### src/rtl/arb_pkg.sv
// Shared types for the round-robin arbiter: output stage state and an id width helper.
package arb_pkg;

  typedef enum logic [0:0] {
    e_arb_empty = 1'b0,
    e_arb_full  = 1'b1
  } arb_state_e;

  // Index width that never collapses to zero bits, so a single requester still has an id port.
  function automatic int safe_clog2(input int n);
    int r;
    r = (n > 1) ? $clog2(n) : 1;
    return r;
  endfunction

endpackage

### src/rtl/bsg_scan.sv
// Parallel prefix scan (OR / AND / XOR) over a bit vector, either direction.
module bsg_scan #(
  parameter int width_p    = 1,
  parameter int and_p      = 0,
  parameter int or_p       = 0,
  parameter int xor_p      = 0,
  parameter int lo_to_hi_p = 0
) (
  input  logic [width_p-1:0] i,
  output logic [width_p-1:0] o
);

  logic [width_p-1:0] in_ord_s;
  logic [width_p-1:0] out_ord_s;
  logic               acc_s;

  // Present the input so the scan always runs from bit 0 upward.
  always_comb begin
    in_ord_s = '0;
    for (int k = 0; k < width_p; k++) begin
      if (lo_to_hi_p != 0) begin
        in_ord_s[k] = i[k];
      end else begin
        in_ord_s[k] = i[width_p-1-k];
      end
    end
  end

  // Running accumulation with the selected reduction operator.
  always_comb begin
    out_ord_s = '0;
    acc_s     = in_ord_s[0];
    out_ord_s[0] = acc_s;
    for (int k = 1; k < width_p; k++) begin
      if (and_p != 0) begin
        acc_s = acc_s & in_ord_s[k];
      end else if (xor_p != 0) begin
        acc_s = acc_s ^ in_ord_s[k];
      end else begin
        acc_s = acc_s | in_ord_s[k];
      end
      out_ord_s[k] = acc_s;
    end
  end

  // Undo the ordering applied on the way in.
  always_comb begin
    o = '0;
    for (int k = 0; k < width_p; k++) begin
      if (lo_to_hi_p != 0) begin
        o[k] = out_ord_s[k];
      end else begin
        o[width_p-1-k] = out_ord_s[k];
      end
    end
  end

endmodule

### src/rtl/scan_rr_arb.sv
// Round-robin arbiter feeding a one-entry registered output stage; the winner is
// found with two low-to-high OR scans (requests above the last grant, then all requests).
module scan_rr_arb
  import arb_pkg::*;
#(
  parameter int width_p      = 4,
  parameter int data_width_p = 32
) (
  input  logic                            clk_i,
  input  logic                            reset_n_i,
  input  logic [width_p-1:0]              v_i,
  input  logic [width_p*data_width_p-1:0] data_i,
  output logic [width_p-1:0]              yumi_o,
  output logic                            v_o,
  output logic [data_width_p-1:0]         data_o,
  output logic [safe_clog2(width_p)-1:0]  grant_id_o,
  input  logic                            ready_i
);

  localparam int id_width_lp = safe_clog2(width_p);

  arb_state_e              state_r;
  logic [data_width_p-1:0] data_r;
  logic [id_width_lp-1:0]  grant_id_r;
  logic [id_width_lp-1:0]  last_r;

  logic [width_p-1:0]      mask_s;
  logic [width_p-1:0]      masked_s;
  logic [width_p-1:0]      scan_m_s;
  logic [width_p-1:0]      scan_u_s;
  logic [width_p-1:0]      onehot_m_s;
  logic [width_p-1:0]      onehot_u_s;
  logic [width_p-1:0]      sel_s;
  logic [id_width_lp-1:0]  win_id_s;
  logic [data_width_p-1:0] win_data_s;
  logic                    take_s;
  logic                    grant_s;

  // Keep only requesters strictly above the last granted index.
  always_comb begin
    mask_s = '0;
    for (int k = 0; k < width_p; k++) begin
      mask_s[k] = (k > int'(last_r)) ? 1'b1 : 1'b0;
    end
  end

  assign masked_s = v_i & mask_s;

  bsg_scan #(
    .width_p    (width_p),
    .or_p       (1),
    .lo_to_hi_p (1)
  ) scan_masked (
    .i (masked_s),
    .o (scan_m_s)
  );

  bsg_scan #(
    .width_p    (width_p),
    .or_p       (1),
    .lo_to_hi_p (1)
  ) scan_unmasked (
    .i (v_i),
    .o (scan_u_s)
  );

  assign onehot_m_s = scan_m_s & ~(scan_m_s << 1);
  assign onehot_u_s = scan_u_s & ~(scan_u_s << 1);

  // Fall back to the unmasked winner when nothing sits above the pointer (wrap-around).
  always_comb begin
    if (|masked_s) begin
      sel_s = onehot_m_s;
    end else begin
      sel_s = onehot_u_s;
    end
  end

  // One-hot to index and payload selection, both as AND-OR reductions.
  always_comb begin
    win_id_s   = '0;
    win_data_s = '0;
    for (int k = 0; k < width_p; k++) begin
      win_id_s   = win_id_s | (sel_s[k] ? id_width_lp'(k) : {id_width_lp{1'b0}});
      win_data_s = win_data_s
                 | (data_i[k*data_width_p +: data_width_p] & {data_width_p{sel_s[k]}});
    end
  end

  assign take_s  = (state_r == e_arb_empty) | ready_i;
  assign grant_s = reset_n_i & take_s & (|v_i);
  assign yumi_o  = grant_s ? sel_s : {width_p{1'b0}};

  // Output stage and round-robin pointer.
  always_ff @(posedge clk_i or negedge reset_n_i) begin
    if (!reset_n_i) begin
      state_r    <= e_arb_empty;
      data_r     <= '0;
      grant_id_r <= '0;
      last_r     <= id_width_lp'(width_p - 1);
    end else begin
      case (state_r)
        e_arb_empty: begin
          if (grant_s) begin
            state_r    <= e_arb_full;
            data_r     <= win_data_s;
            grant_id_r <= win_id_s;
            last_r     <= win_id_s;
          end else begin
            state_r <= e_arb_empty;
          end
        end
        e_arb_full: begin
          if (grant_s) begin
            state_r    <= e_arb_full;
            data_r     <= win_data_s;
            grant_id_r <= win_id_s;
            last_r     <= win_id_s;
          end else if (ready_i) begin
            state_r <= e_arb_empty;
          end else begin
            state_r <= e_arb_full;
          end
        end
        default: begin
          state_r <= e_arb_empty;
        end
      endcase
    end
  end

  assign v_o        = (state_r == e_arb_full);
  assign data_o     = data_r;
  assign grant_id_o = grant_id_r;

endmodule

### config.mk
export PLATFORM = sky130hd
export DESIGN_NAME = scan_rr_arb
export DESIGN_NICKNAME = d
export VERILOG_FILES = /design/src/rtl/arb_pkg.sv /design/src/rtl/bsg_scan.sv /design/src/rtl/scan_rr_arb.sv
export SDC_FILE = /design/constraint.sdc
export NUM_CORES = 1
export LEC_CHECK = 0
export BUFFER_PORTS_ARGS = -buffer_cell sky130_fd_sc_hd__clkbuf_2
export CAP_MARGIN = 0
export CORE_UTILIZATION = 41
export DETAILED_ROUTE_END_ITERATION = 6
export PLACE_DENSITY = 0.81
export SLEW_MARGIN = 20
export SYNTH_ARGS = -nofsm -noshare
export SYNTH_HDL_FRONTEND = slang
export SYNTH_SLANG_ARGS = --single-unit
### constraint.sdc
create_clock -name clk_i -period 2.14 [get_ports clk_i]
set_input_delay 0.107 -clock clk_i [delete_from_list [all_inputs] [get_ports clk_i]]
set_output_delay 0.107 -clock clk_i [all_outputs]
set_load 0.03 [all_outputs]
==> impl_metrics.toml <==
[sta]
period_needed_ns = 1.98
tightest_slew_ns = 0.960
fin_skew_ns = 0.00730
fin_crit_sh = 0.927
rsz0062_at_grt = "false"
fmax_mhz = 504
slew_headroom = 0.359
setup_tns_ns = 0
hold_viol_final = 0
setup_viol = 0
final_max_slew_viol_count = 0

[die]
die_w_um = 78.6
dieArea_um2 = 6180
io_pins = 174
die_h_um = 78.6
start_util = 0.431
coreArea_um2 = 5570
rows = 27

[worst_setup_path]
critical_path_class = "flop to output pin"
rr_worst_depth = 6
cp-start-kind = "flop"
required_ns = 2.03
cp.arrival_ns = 1.88
worst_setup_path_end_kind = "output pin"
cp_max_fo = 7

[final_layout]
num_antenna_cells = 0
postLayoutCellArea_um2 = 3440
multi_input_area_um2 = 1290
fin_nets = 567
layout.cells.non_filler = 505
fillers = 531
layout-drive-gt1-share = 0.483
area_delta_synth_final_pct = 43.0
seqCellArea_um2 = 928

[power_and_ir_drop]
irDropWorstVdd_mv = 0.493
leakagePower_nw = 1.58
power_density_nw_per_um2 = 878

[global_routing]
grt_pass1_vias = 3031
grt_pass1_wl_mm = 13.9
grt_max_degree = 41
grt.total_usage = 0.287
grt-ovfl-total = 0
antenna_found_initial = 0

[synth]
syn_nets = 402
yosysTopAreaCellShare = 0.364
synth_common_cells = "nor2_1, a31oi_1, dfrtp_1"
async_flop_share = 1.00
ys_seq_area_frac = 0.386
synth.distinct_cells = 26
synth_edf_count = 0
yosys-top-cells-area = "dfrtp_1, a32oi_1, a41oi_1"
synth_warnings = 0
syn_avg_cell_area_um2 = 9.01
yosysMostFrequentCell = "nor2_1"
netlist_instances = 267
ys_seq_elements = 37
synth_ff_type = "dfrtp_1"
yosysTopAreaCell = "dfrtp_1"
netlist_area_um2 = 2400

[drt]
drcViolationCount = 0
ant_nets = 0
route.met2.wl_mm = 4.42
m1WireLength_mm = 3.53
drtIter0Drc = 157
wl_mm = 8.79
wl_per_cell_um = 17.4
vias_per_cell = 5.95
wl_met3_um = 684
drt-pass1-iter-count = 4
vias = 3004
highest_layer = "met4"

[outcome]
outcome = "finished clean"

[hold_path]
hp-class = "input port to flop"
hold_depth = 3

[placement]
gp_congestion = 0.865
place_area_um2 = 3320
dp_cells = 494
hpwl_mm = 6.32
portBuffers = 173

[clocking]
clock_path_buffers = 2
clkLatencyLatePin_ns = 0.29
tritoncts = "yes"
htree_levels = 2
root_buffer = "clkbuf_8"
clk_pin_slew_ns = 0.08
cts_made_buffers = 5
clock-sinks = 37

[job]
max_cap_violations = 0
[cell type report]
cell class	instances	area share
multi-input cells	194	0.377
repair buffers	193	0.300
flip-flops and latches	37	0.270
clock buffers	8	0.0262
well taps	72	0.0262
inverters	1	0.00109
[power breakdown]
| part | total [mW] | internal, mW | switching [mW] |
|---|---|---|---|
| clock | 0.519 | 0.263 | 0.256 |
| combinational | 1.50 | 0.524 | 0.975 |
| sequential | 1.00 | 0.883 | 0.118 |
| total | 3.02 | 1.67 | 1.35 |
[routing by layer]
metal,track usage,vias to the layer above
li1,-,1414
met1,0.337,1410
met2,0.510,166
met4,0.120,0
met5,0,-
met3,0.0488,14
[cells in the final DEF, fill, tap and decap left out, types with 2 or more instances in the layout]
| master | n |
|---|---|
| clkbuf_2 | 173 |
| nor2_1 | 40 |
| a31oi_1 | 36 |
| dfrtp_1 | 35 |
| nand3_1 | 33 |
| a41oi_1 | 32 |
| a32oi_1 | 32 |
| buf_4 | 18 |
| clkbuf_8 | 6 |
| nand2b_1 | 4 |
| nor2b_1 | 3 |
| nand2_1 | 3 |
| o21bai_2 | 2 |
| clkbuf_1 | 2 |
| dfstp_2 | 2 |
[flip-flops by register name (all words and copies together), names as in the netlist]
name,flops
last_r,2
v_o,1
grant_id_o,2
data_o,32
[worst max-delay path, cell delays in order (launching register included)]
cell,delay [ns]
dfstp_2,0.60
nor2b_1,0.09
o311ai_4,0.38
nand2_1,0.19
nor2_1,0.12
clkbuf_2,0.21
[cells by family (layout without fill, tap and decap cells)]
| family | Yosys count | count (layout) | share of synthesized area |
|---|---|---|---|
| AO/OA/AOI/OAI | 108 | 108 | 0.367 |
| buffers and inverters | 36 | 202 | 0.0832 |
| flip-flops | 37 | 37 | 0.386 |
| AND/OR/NAND/NOR | 86 | 86 | 0.164 |
[timing repair]
action | CTS | global route
hold buffers | 1 | 0
setup buffers | 0 | 2
gates resized for setup | 0 | 1
endpoints found under the hold margin | 35 | 0
endpoints found under the setup margin | 0 | 2
[metrics by stage]
stage / hold slack [ns] / setup slack, ns / power [mW] / utilization
4_1_cts: 0.0531 / 0.0343 / 3.01 / 0.613
6_report: 0.0610 / 0.157 / 3.02 / 0.617
5_1_grt: 0.0679 / 0.0265 / 3.19 / 0.617
3_5_place_dp: 0.231 / 0.353 / 2.48 / 0.595
2_1_floorplan: -0.189 / 0.396 / 2.00 / -
3_3_place_gp: 0.227 / 0.380 / 2.45 / 0.595
[final timing paths]
| check | startpoint | to | slack, ns |
|---|---|---|---|
| setup / recovery | last_r[0] | yumi_o[3] | 0.16 |
| hold / removal | data_i[108] | data_o[12] | 0.06 |
| setup reg to reg | last_r[0] | data_o[19] | 0.31 |
| hold reg to reg | v_o | v_o | 0.54 |
| max in group asynchronous | reset_n_i | last_r[0] | 1.33 |
| min in group asynchronous | reset_n_i | v_o | 0.44 |
Power figures use the tool's default switching activity.
